`src/rtl/pc_seq_pkg.sv`:
```
// Shared definitions for the program-counter sequencer: state encoding,
// default reset PC / increment / drain depth, and drain-counter sizing.
// Optional feature macro used by this slice: PC_SEQ_DELAY_SLOT_EN.
package pc_seq_pkg;

    localparam int STATE_W = 3;

    // Encoding is visible on o_state for the debug unit, so it is fixed.
    typedef enum logic [STATE_W-1:0] {
        ST_IDLE   = 3'd0,
        ST_RUN    = 3'd1,
        ST_STEP   = 3'd2,
        ST_DRAIN  = 3'd3,
        ST_HALTED = 3'd4
    } state_e;

    localparam logic [31:0] DEF_RESET_PC     = 32'h0000_0000;
    localparam int          DEF_PC_INC       = 4;
    localparam int          DEF_DRAIN_CYCLES = 4;

    // Width of the drain counter; one extra bit keeps DRAIN_CYCLES=1 legal.
    function automatic int drain_ctr_w(input int n);
        return $clog2(n) + 1;
    endfunction

endpackage

```
`src/rtl/pc_seq_drain_ctr.sv`:
```
// Loadable down-counter used to retire in-flight instructions after HALT.
// Latency: load/decrement visible one cycle later; zero_o is combinational from the count.
// Backpressure: decrements only on en_i, saturates at zero.
module pc_seq_drain_ctr #(
    parameter int CW = 3
) (
    input  logic          clk_i,
    input  logic          rst_i,
    input  logic          load_i,
    input  logic [CW-1:0] load_val_i,
    input  logic          en_i,
    output logic          zero_o
);

    logic [CW-1:0] cnt_q;

    // Load wins over decrement; the count never wraps below zero.
    always_ff @(posedge clk_i) begin
        if (rst_i) begin
            cnt_q <= '0;
        end else if (load_i) begin
            cnt_q <= load_val_i;
        end else if (en_i && (cnt_q != '0)) begin
            cnt_q <= cnt_q - CW'(1);
        end
    end

    assign zero_o = (cnt_q == '0);

endmodule

```
`src/rtl/pc_sequencer.sv`:
```
// Program counter owner and fetch sequencer (continuous / single-step / drain / halt).
// Latency: o_pc is registered (one edge after an enabled cycle); o_pipe_en and o_flush are combinational.
// Backpressure: i_stall holds the PC while enabled; step mode advances one cycle per i_step pulse.
// Optional macro PC_SEQ_DELAY_SLOT_EN: delay-slot architecture, o_flush tied low.
module pc_sequencer
    import pc_seq_pkg::*;
#(
    parameter int                ADDR_W       = 32,
    parameter logic [ADDR_W-1:0] RESET_PC     = ADDR_W'(DEF_RESET_PC),
    parameter int                PC_INC       = DEF_PC_INC,
    parameter int                DRAIN_CYCLES = DEF_DRAIN_CYCLES
) (
    input  logic               i_clk,
    input  logic               i_rst,
    input  logic               i_start,
    input  logic               i_step_mode,
    input  logic               i_step,
    input  logic               i_redirect,
    input  logic [ADDR_W-1:0]  i_redirect_addr,
    input  logic               i_stall,
    input  logic               i_halt,
    output logic [ADDR_W-1:0]  o_pc,
    output logic               o_pipe_en,
    output logic               o_flush,
    output logic               o_halted,
    output logic [STATE_W-1:0] o_state
);

    localparam int CW = drain_ctr_w(DRAIN_CYCLES);

    state_e            state_q;
    logic [ADDR_W-1:0] pc_q;
    logic [ADDR_W-1:0] pc_d;
    logic              mode_q;      // 1 = single-step, latched at start
    logic              en;
    logic              flush;
    logic              ctr_load;
    logic              ctr_en;
    logic              ctr_zero;

    // Pipeline enable, next PC and drain-counter controls from state and inputs.
    always_comb begin
        en       = 1'b0;
        flush    = 1'b0;
        ctr_load = 1'b0;
        pc_d     = pc_q;
        unique case (state_q)
            ST_RUN:   en = 1'b1;
            ST_STEP:  en = i_step;
            ST_DRAIN: en = mode_q ? i_step : 1'b1;
            default:  en = 1'b0;
        endcase
        // Redirect outranks stall/halt: those belong to the wrong path.
        if (((state_q == ST_RUN) || (state_q == ST_STEP)) && en) begin
            if (i_redirect) begin
                pc_d = i_redirect_addr;
`ifndef PC_SEQ_DELAY_SLOT_EN
                flush = 1'b1;
`endif
            end else if (i_stall) begin
                pc_d = pc_q;
            end else if (i_halt) begin
                ctr_load = 1'b1;
            end else begin
                pc_d = pc_q + ADDR_W'(PC_INC);
            end
        end
        ctr_en = (state_q == ST_DRAIN) && en;
    end

    // State machine and PC register; reset from any state returns to IDLE.
    always_ff @(posedge i_clk) begin
        if (i_rst) begin
            state_q <= ST_IDLE;
            pc_q    <= RESET_PC;
            mode_q  <= 1'b0;
        end else begin
            pc_q <= pc_d;
            unique case (state_q)
                ST_IDLE: begin
                    if (i_start) begin
                        mode_q  <= i_step_mode;
                        state_q <= i_step_mode ? ST_STEP : ST_RUN;
                    end
                end
                ST_RUN, ST_STEP: begin
                    if (ctr_load) begin
                        state_q <= ST_DRAIN;
                    end
                end
                ST_DRAIN: begin
                    if (ctr_en && ctr_zero) begin
                        state_q <= ST_HALTED;
                    end
                end
                ST_HALTED: state_q <= ST_HALTED;
                default:   state_q <= ST_IDLE;
            endcase
        end
    end

    pc_seq_drain_ctr #(
        .CW(CW)
    ) u_drain_ctr (
        .clk_i      (i_clk),
        .rst_i      (i_rst),
        .load_i     (ctr_load),
        .load_val_i (CW'(DRAIN_CYCLES - 1)),
        .en_i       (ctr_en),
        .zero_o     (ctr_zero)
    );

    assign o_pc      = pc_q;
    assign o_pipe_en = en;
    assign o_flush   = flush;
    assign o_halted  = (state_q == ST_HALTED);
    assign o_state   = state_q;

endmodule
```
`config.mk`:
```
export PLATFORM = sky130hd
export DESIGN_NAME = pc_sequencer
export DESIGN_NICKNAME = d
export VERILOG_FILES = /design/src/rtl/pc_seq_pkg.sv /design/src/rtl/pc_seq_drain_ctr.sv /design/src/rtl/pc_sequencer.sv
export SDC_FILE = /design/constraint.sdc
export NUM_CORES = 1
export LEC_CHECK = 0
export ABC_CLOCK_PERIOD_IN_PS = 1800
export BUFFER_PORTS_ARGS = -buffer_cell sky130_fd_sc_hd__buf_2
export CAP_MARGIN = 20
export CORE_ASPECT_RATIO = 0.6
export CORE_MARGIN = 8
export CORE_UTILIZATION = 40
export CTS_CLUSTER_SIZE = 30
export DETAILED_ROUTE_END_ITERATION = 6
export HOLD_SLACK_MARGIN = 0.1
export PLACE_DENSITY = 0.68
export REMOVE_ABC_BUFFERS = 1
export SYNTH_ARGS = -nofsm -noshare
export SYNTH_HDL_FRONTEND = slang
export SYNTH_SLANG_ARGS = --single-unit
```
`constraint.sdc`:
```
create_clock -name i_clk -period 1.8 [get_ports i_clk]
set_input_delay 0.36 -clock i_clk [delete_from_list [all_inputs] [get_ports i_clk]]
set_output_delay 0.36 -clock i_clk [all_outputs]
set_load 0.01 [all_outputs]
```
==> flow_summary.yaml, run 1 <==
status:
  status: "complete, no violations"
sta:
  finalCritPeriodShare_pct: 98.8
  rsz0062_at_grt: "yes"
  finalSetupViolations: 0
  period_minus_slack_ps: 1780
  tightest_slew_ps: 370
  final.setup.worst_slack_ps: 21.5
  timing.setup.tns_ps: 0
  relSlewSlack_pct: 75.1
  fin_hold_ws_ps: 299
  max_freq_mhz: 562
  final-max-slew-violation-count: 0
  fin_skew_ps: 7.55
  hold_violations: 0
pwr:
  power_leakage_nw: 1.44
  vdd_drop_max_v: 0.000265
  power_density_mw_per_mm2: 627
  total_power_mw: 2.17
drt:
  detail_route.wl_per_cell_um: 16.7
  totalWireLength_um: 8630
  drc: 0
  via_per_inst: 5.72
  ant_nets: 0
  vias: 2953
  drt_iter0_markers: 250
  dr.pass1.iters: 4
cts:
  cts-htree-levels: 2
  cts.sinks: 39
  clockBufferDepth: 2
  clockRootBuffer: "clkbuf_8"
  cts_tree: "yes"
  numCtsBuffers: 5
  cts.clk_slew.worst_paths_ps: 80
  clock_latency_ps: 290
floorplanning:
  num_rows: 22
  die-width_um: 117
  core_mm2: 0.00600
  dieArea_mm2: 0.00896
  dieHeight_um: 76.6
  start_util_pct: 40.8
  io_pins: 78
final_layout:
  final_common_cell: "buf_2"
  diodes: 0
  num-fill-cells: 574
  drive_gt1_share_pct: 41.7
  syn2layout_area_growth_pct: 41.7
  final_nets: 474
  final_cell_mix: "77 x buf_2, 57 x buf_4, 33 x nand2_1"
  fin_util_pct: 57.8
critical_path:
  cp.required_ps: 1980
  critical-path-slowest-cell: "dfxtp_2"
  slowest_delay_ps: 330
  crit_top_cell: "buf_4"
  criticalPathCategory: "reg -> reg"
  start_kind: "flip-flop"
  end_kind: "flip-flop"
  path_cells: "buf_4 -> nor3b_2 -> buf_4 -> o21ai_1 -> buf_4 -> nor4_2 -> and4_1 -> nor4_1"
  crit_fanout: 7
  crit_buf_inv: 3
  reg2reg_from: "o_state[1]$_SDFFE_PP0P_"
  startpoint: "o_state[1]$_SDFFE_PP0P_"
  arrival_ps: 1950
  path_delay_family: "simple AND/OR/NAND/NOR gates"
job:
  drv_cap: 0
global_route:
  gr-total-overflow: 0
  antenna_found_initial: 0
  grt_pass1_wl_um: 13200
  grt_max_degree: 21
  grt.total_usage_pct: 18.2
  grt_pass1_vias: 2710
synth:
  avgSynthCellArea_um2: 7.89
  synthesis.area_mm2: 0.00245
  netlist-cell-type-count: 61
  syn_inst: 310
  ys_ff_latch: 39
  async_flop_share_pct: 0
  ys.flop_type: "dfxtp_1"
  synth_edf_count: 0
  yosys_warnings: 0
  yosysSeqAreaShare_pct: 31.9
placement:
  hpwl_um: 6350
  io_buffers: 77
  routabilityCongestion: 0.874
  dp_slack_ps: -4.01
min_path:
  hold_path.startpoint: "i_redirect_addr[0]"
  hp-class: "in -> reg"
-- logic make-up (layout without fill, tap and decap cells) --
| kind of cell | after synthesis | count (layout) | share of synthesized area, % |
|---|---|---|---|
| AOI/OAI and AO/OA | 98 | 98 | 26.8 |
| xor gates and xnor gates | 2 | 2 | 0.716 |
| adders and majority gates | 3 | 3 | 1.53 |
| buffers and inverters | 30 | 152 | 5.47 |
| DFF | 39 | 39 | 31.9 |
| muxes | 9 | 9 | 3.79 |
| and+or+nand+nor | 129 | 129 | 29.8 |
-- synth_stat cells, types with 7 or more instances --
| library cell | count | area (µm²) |
|---|---|---|
| nand3_1 | 9 | 45.0 |
| nand4_1 | 8 | 50.1 |
| a31oi_1 | 9 | 56.3 |
| o21ai_0 | 15 | 75.1 |
| nor2_1 | 23 | 86.3 |
| a211oi_1 | 11 | 82.6 |
| nor3_1 | 12 | 60.1 |
| a21oi_1 | 23 | 115 |
| dfxtp_1 | 39 | 781 |
| nand2_1 | 33 | 124 |
| clkbuf_1 | 12 | 45.0 |
| mux2i_1 | 7 | 70.1 |
-- worst register-to-register path: stages, from the launching register on --
cell	delay [ps]
dfxtp_2	330
buf_4	130
nor3b_2	190
buf_4	170
o21ai_1	90
buf_4	200
nor4_2	280
and4_1	240
nor4_1	50
-- stage by stage --
stage	cell area, µm²	std cells
after global routing	3470	516
after CTS	3380	514
after global placement	3240	502
after detailed placement	3240	502
final	3470	516
after floorplan	2340	288
-- where the power goes --
group / internal [mW] / total [mW] / leakage [nW] / switching (mW)
sequential: 0.925 / 0.986 / 0.321 / 0.0606
combinational: 0.277 / 0.605 / 1.08 / 0.327
clock: 0.272 / 0.582 / 0.0422 / 0.310
total: 1.48 / 2.17 / 1.44 / 0.698
-- state kept, by name, indices dropped and copies added, names as in the netlist --
name               count
u_drain_ctr.cnt_q      3
o_pc                  32
mode_q                 1
o_state                3
-- final timing paths --
kind | endpoint | slack (ps) | depth (start not counted)
setup / recovery | o_pc[19]$_SDFFE_PP0P_ | 20 | 8
hold / removal | o_pc[0]$_SDFFE_PP0P_ | 300 | 3
setup reg to reg | o_pc[19]$_SDFFE_PP0P_ | 20 | 8
hold reg to reg | o_pc[1]$_SDFFE_PP0P_ | 470 | 2
-- cell type report --
class | instances | area [µm²] | share of cell area [%]
multi-input cells | 241 | 1610 | 46.4
repair buffers | 136 | 845 | 24.4
flip-flops and latches | 39 | 791 | 22.8
well taps | 84 | 105 | 3.03
clock buffers | 7 | 76.3 | 2.20
inverters | 8 | 37.5 | 1.08
clock inverters | 1 | 5.00 | 0.144
-- what timing repair did --
item / 4_1_cts / 5_1_grt
gates resized for setup: 8 / 26
setup buffers: 4 / 2
endpoints found under the setup margin: 2 / 15
pin swaps: 2 / 10
hold buffers: 0 / 0
-- routing by layer --
layer	share of wire [%]	GRT usage, %	vias up	wire length, µm
met2	44	25.5	112	3810
met4	0.75	4.45	0	65
met1	47	26.0	1397	4020
met5	0	0	-	0
li1	-	-	1433	-
met3	8.5	5.46	11	731
(Power assumes the default switching activity.)
==> run 2: changes to the inputs <==
GPL_TIMING_DRIVEN = 0   (was not set)
==> run 2 against run 1 <==
The flow now finishes with violations (setup timing). Sequential cell count unchanged. Worst setup slack got worse by 52 ps. First-iteration DRC count fell by 31%. Critical path type unchanged. Largest cell class unchanged.
==> flow_summary.yaml, run 2 (synthesis gave the netlist of run 1 again) <==
status:
  status: "finished, violations left"
  failed_checks: "setup timing"
critical_path:
  arrival_ps: 2060
  startpoint: "o_state[2]$_SDFFE_PP0P_"
  start_kind: "flip-flop"
  reg2reg_from: "o_state[2]$_SDFFE_PP0P_"
  crit_fanout: 8
  end_kind: "flip-flop"
  reg2reg_slack_ps: -30
  cp.required_ps: 2030
  criticalPathCategory: "reg -> reg"
global_route:
  gr-total-overflow: 0
  grt_pass1_wl_um: 13400
  grt.total_usage_pct: 18.5
  grt_pass1_vias: 2667
  grt_max_degree: 49
  antenna_found_initial: 0
sta:
  max_freq_mhz: 546
  tightest_slew_ps: 780
  final-max-slew-violation-count: 0
  period_minus_slack_ps: 1830
  finalCritPeriodShare_pct: 102
  relSlewSlack_pct: 48.0
  final.setup.worst_slack_ps: -30.0
  hold_violations: 0
  finalSetupViolations: 3
  fin_skew_ps: 10.5
  rsz0062_at_grt: "yes"
drt:
  ant_nets: 0
  drc: 0
  vias: 2872
  drt_iter0_markers: 173
  totalWireLength_um: 8610
  via_per_inst: 5.80
  detail_route.wl_per_cell_um: 17.4
  dr.pass1.iters: 4
final_layout:
  regArea_um2: 816
  syn2layout_area_growth_pct: 39.0
  stdcell_area_mm2: 0.00340
  num-fill-cells: 604
  final_cell_mix: "75 x buf_2, 36 x buf_4, 33 x nand2_1"
  diodes: 0
  multiInputGateArea_mm2: 0.00168
  largest_register_ffs: 32
  final_common_cell: "buf_2"
  drive_gt1_share_pct: 41.8
  finalNonFillerCells: 495
  final_nets: 453
cts:
  cts_hold_buf: 0
  clockRootBuffer: "clkbuf_8"
  cts_tree: "yes"
  numCtsBuffers: 5
  cts-htree-levels: 2
  cts.sinks: 39
  clock_latency_ps: 300
  clockBufferDepth: 2
  cts.clk_slew.worst_paths_ps: 90
floorplanning:
  num_rows: 22
  die-width_um: 117
  start_util_pct: 40.8
  io_pins: 78
  dieArea_mm2: 0.00896
  core_mm2: 0.00600
  dieHeight_um: 76.6
placement:
  hpwl_um: 5600
  dp_slack_ps: -737
  dpl_cell_area_mm2: 0.00285
  routabilityCongestion: 0.823
  io_buffers: 77
  place_inst: 451
pwr:
  vdd_drop_max_v: 0.000342
  power_density_mw_per_mm2: 638
  power_leakage_nw: 1.34
min_path:
  hold_path.startpoint: "i_redirect_addr[1]"
  hp-class: "in -> reg"
job:
  drv_cap: 0
run 2: cell types whose count changed in the layout (fill, tap and decap cells not counted), sizes merged:
cell	previous run	this run
clkinv	2	5
nand3	11	12
clkbuf	7	5
buf	136	114
inv	7	6
run 2: metal layers:
layer / wire [µm] / GRT usage (%) / vias up
li1: - / - / 1391
met1: 3960 / 24.8 / 1377
met2: 3850 / 28.2 / 96
met3: 715 / 5.06 / 8
met4: 83 / 4.83 / 0
met5: 0 / 0 / -
run 2: final timing paths:
check / end / depth (start not counted)
setup / recovery: o_pc[30]$_SDFFE_PP0P_ / 5
hold / removal: o_pc[1]$_SDFFE_PP0P_ / 3
setup reg to reg: o_pc[30]$_SDFFE_PP0P_ / 5
hold reg to reg: o_pc[1]$_SDFFE_PP0P_ / 2
run 2: layout make-up:
| class | instances | area share, % |
|---|---|---|
| multi-input combinational | 242 | 49.4 |
| sequential | 39 | 24.0 |
| timing repair buffer | 114 | 20.0 |
| tap | 84 | 3.09 |
| clock buffer | 5 | 2.02 |
| inverter | 8 | 1.07 |
| clock inverter | 3 | 0.442 |
run 2: stage by stage:
step                      total power [mW]  utilization, %  hold slack (ps)  setup TNS, ps
after detailed placement              1.48            47.5              447         -18590
after global placement                1.45            47.2              441         -25220
after CTS                             2.13            53.2              290          -94.5
after floorplan                       1.25               -              429          -4240
final                                 2.17            56.7              291          -61.6
after global routing                  2.27            56.7              303           -363
run 2: power by group:
| group | switching (mW) | total [mW] | internal, mW |
|---|---|---|---|
| sequential | 0.0900 | 1.01 | 0.923 |
| combinational | 0.300 | 0.549 | 0.249 |
| clock | 0.341 | 0.607 | 0.266 |
run 2: timing repair:
| action | CTS | global route |
|---|---|---|
| setup buffers | 17 | 18 |
| cloned | 0 | 1 |
| pin swaps | 7 | 10 |
| resized for setup | 40 | 21 |
| endpoints found under the setup margin | 34 | 16 |
run 2: critical path, stage by stage, from the launching register on:
cell and delay [ps]:
dfxtp_4 380, and4bb_4 450, o21ai_4 120, nand3b_1 230, or4_4 420, a31oi_1 160
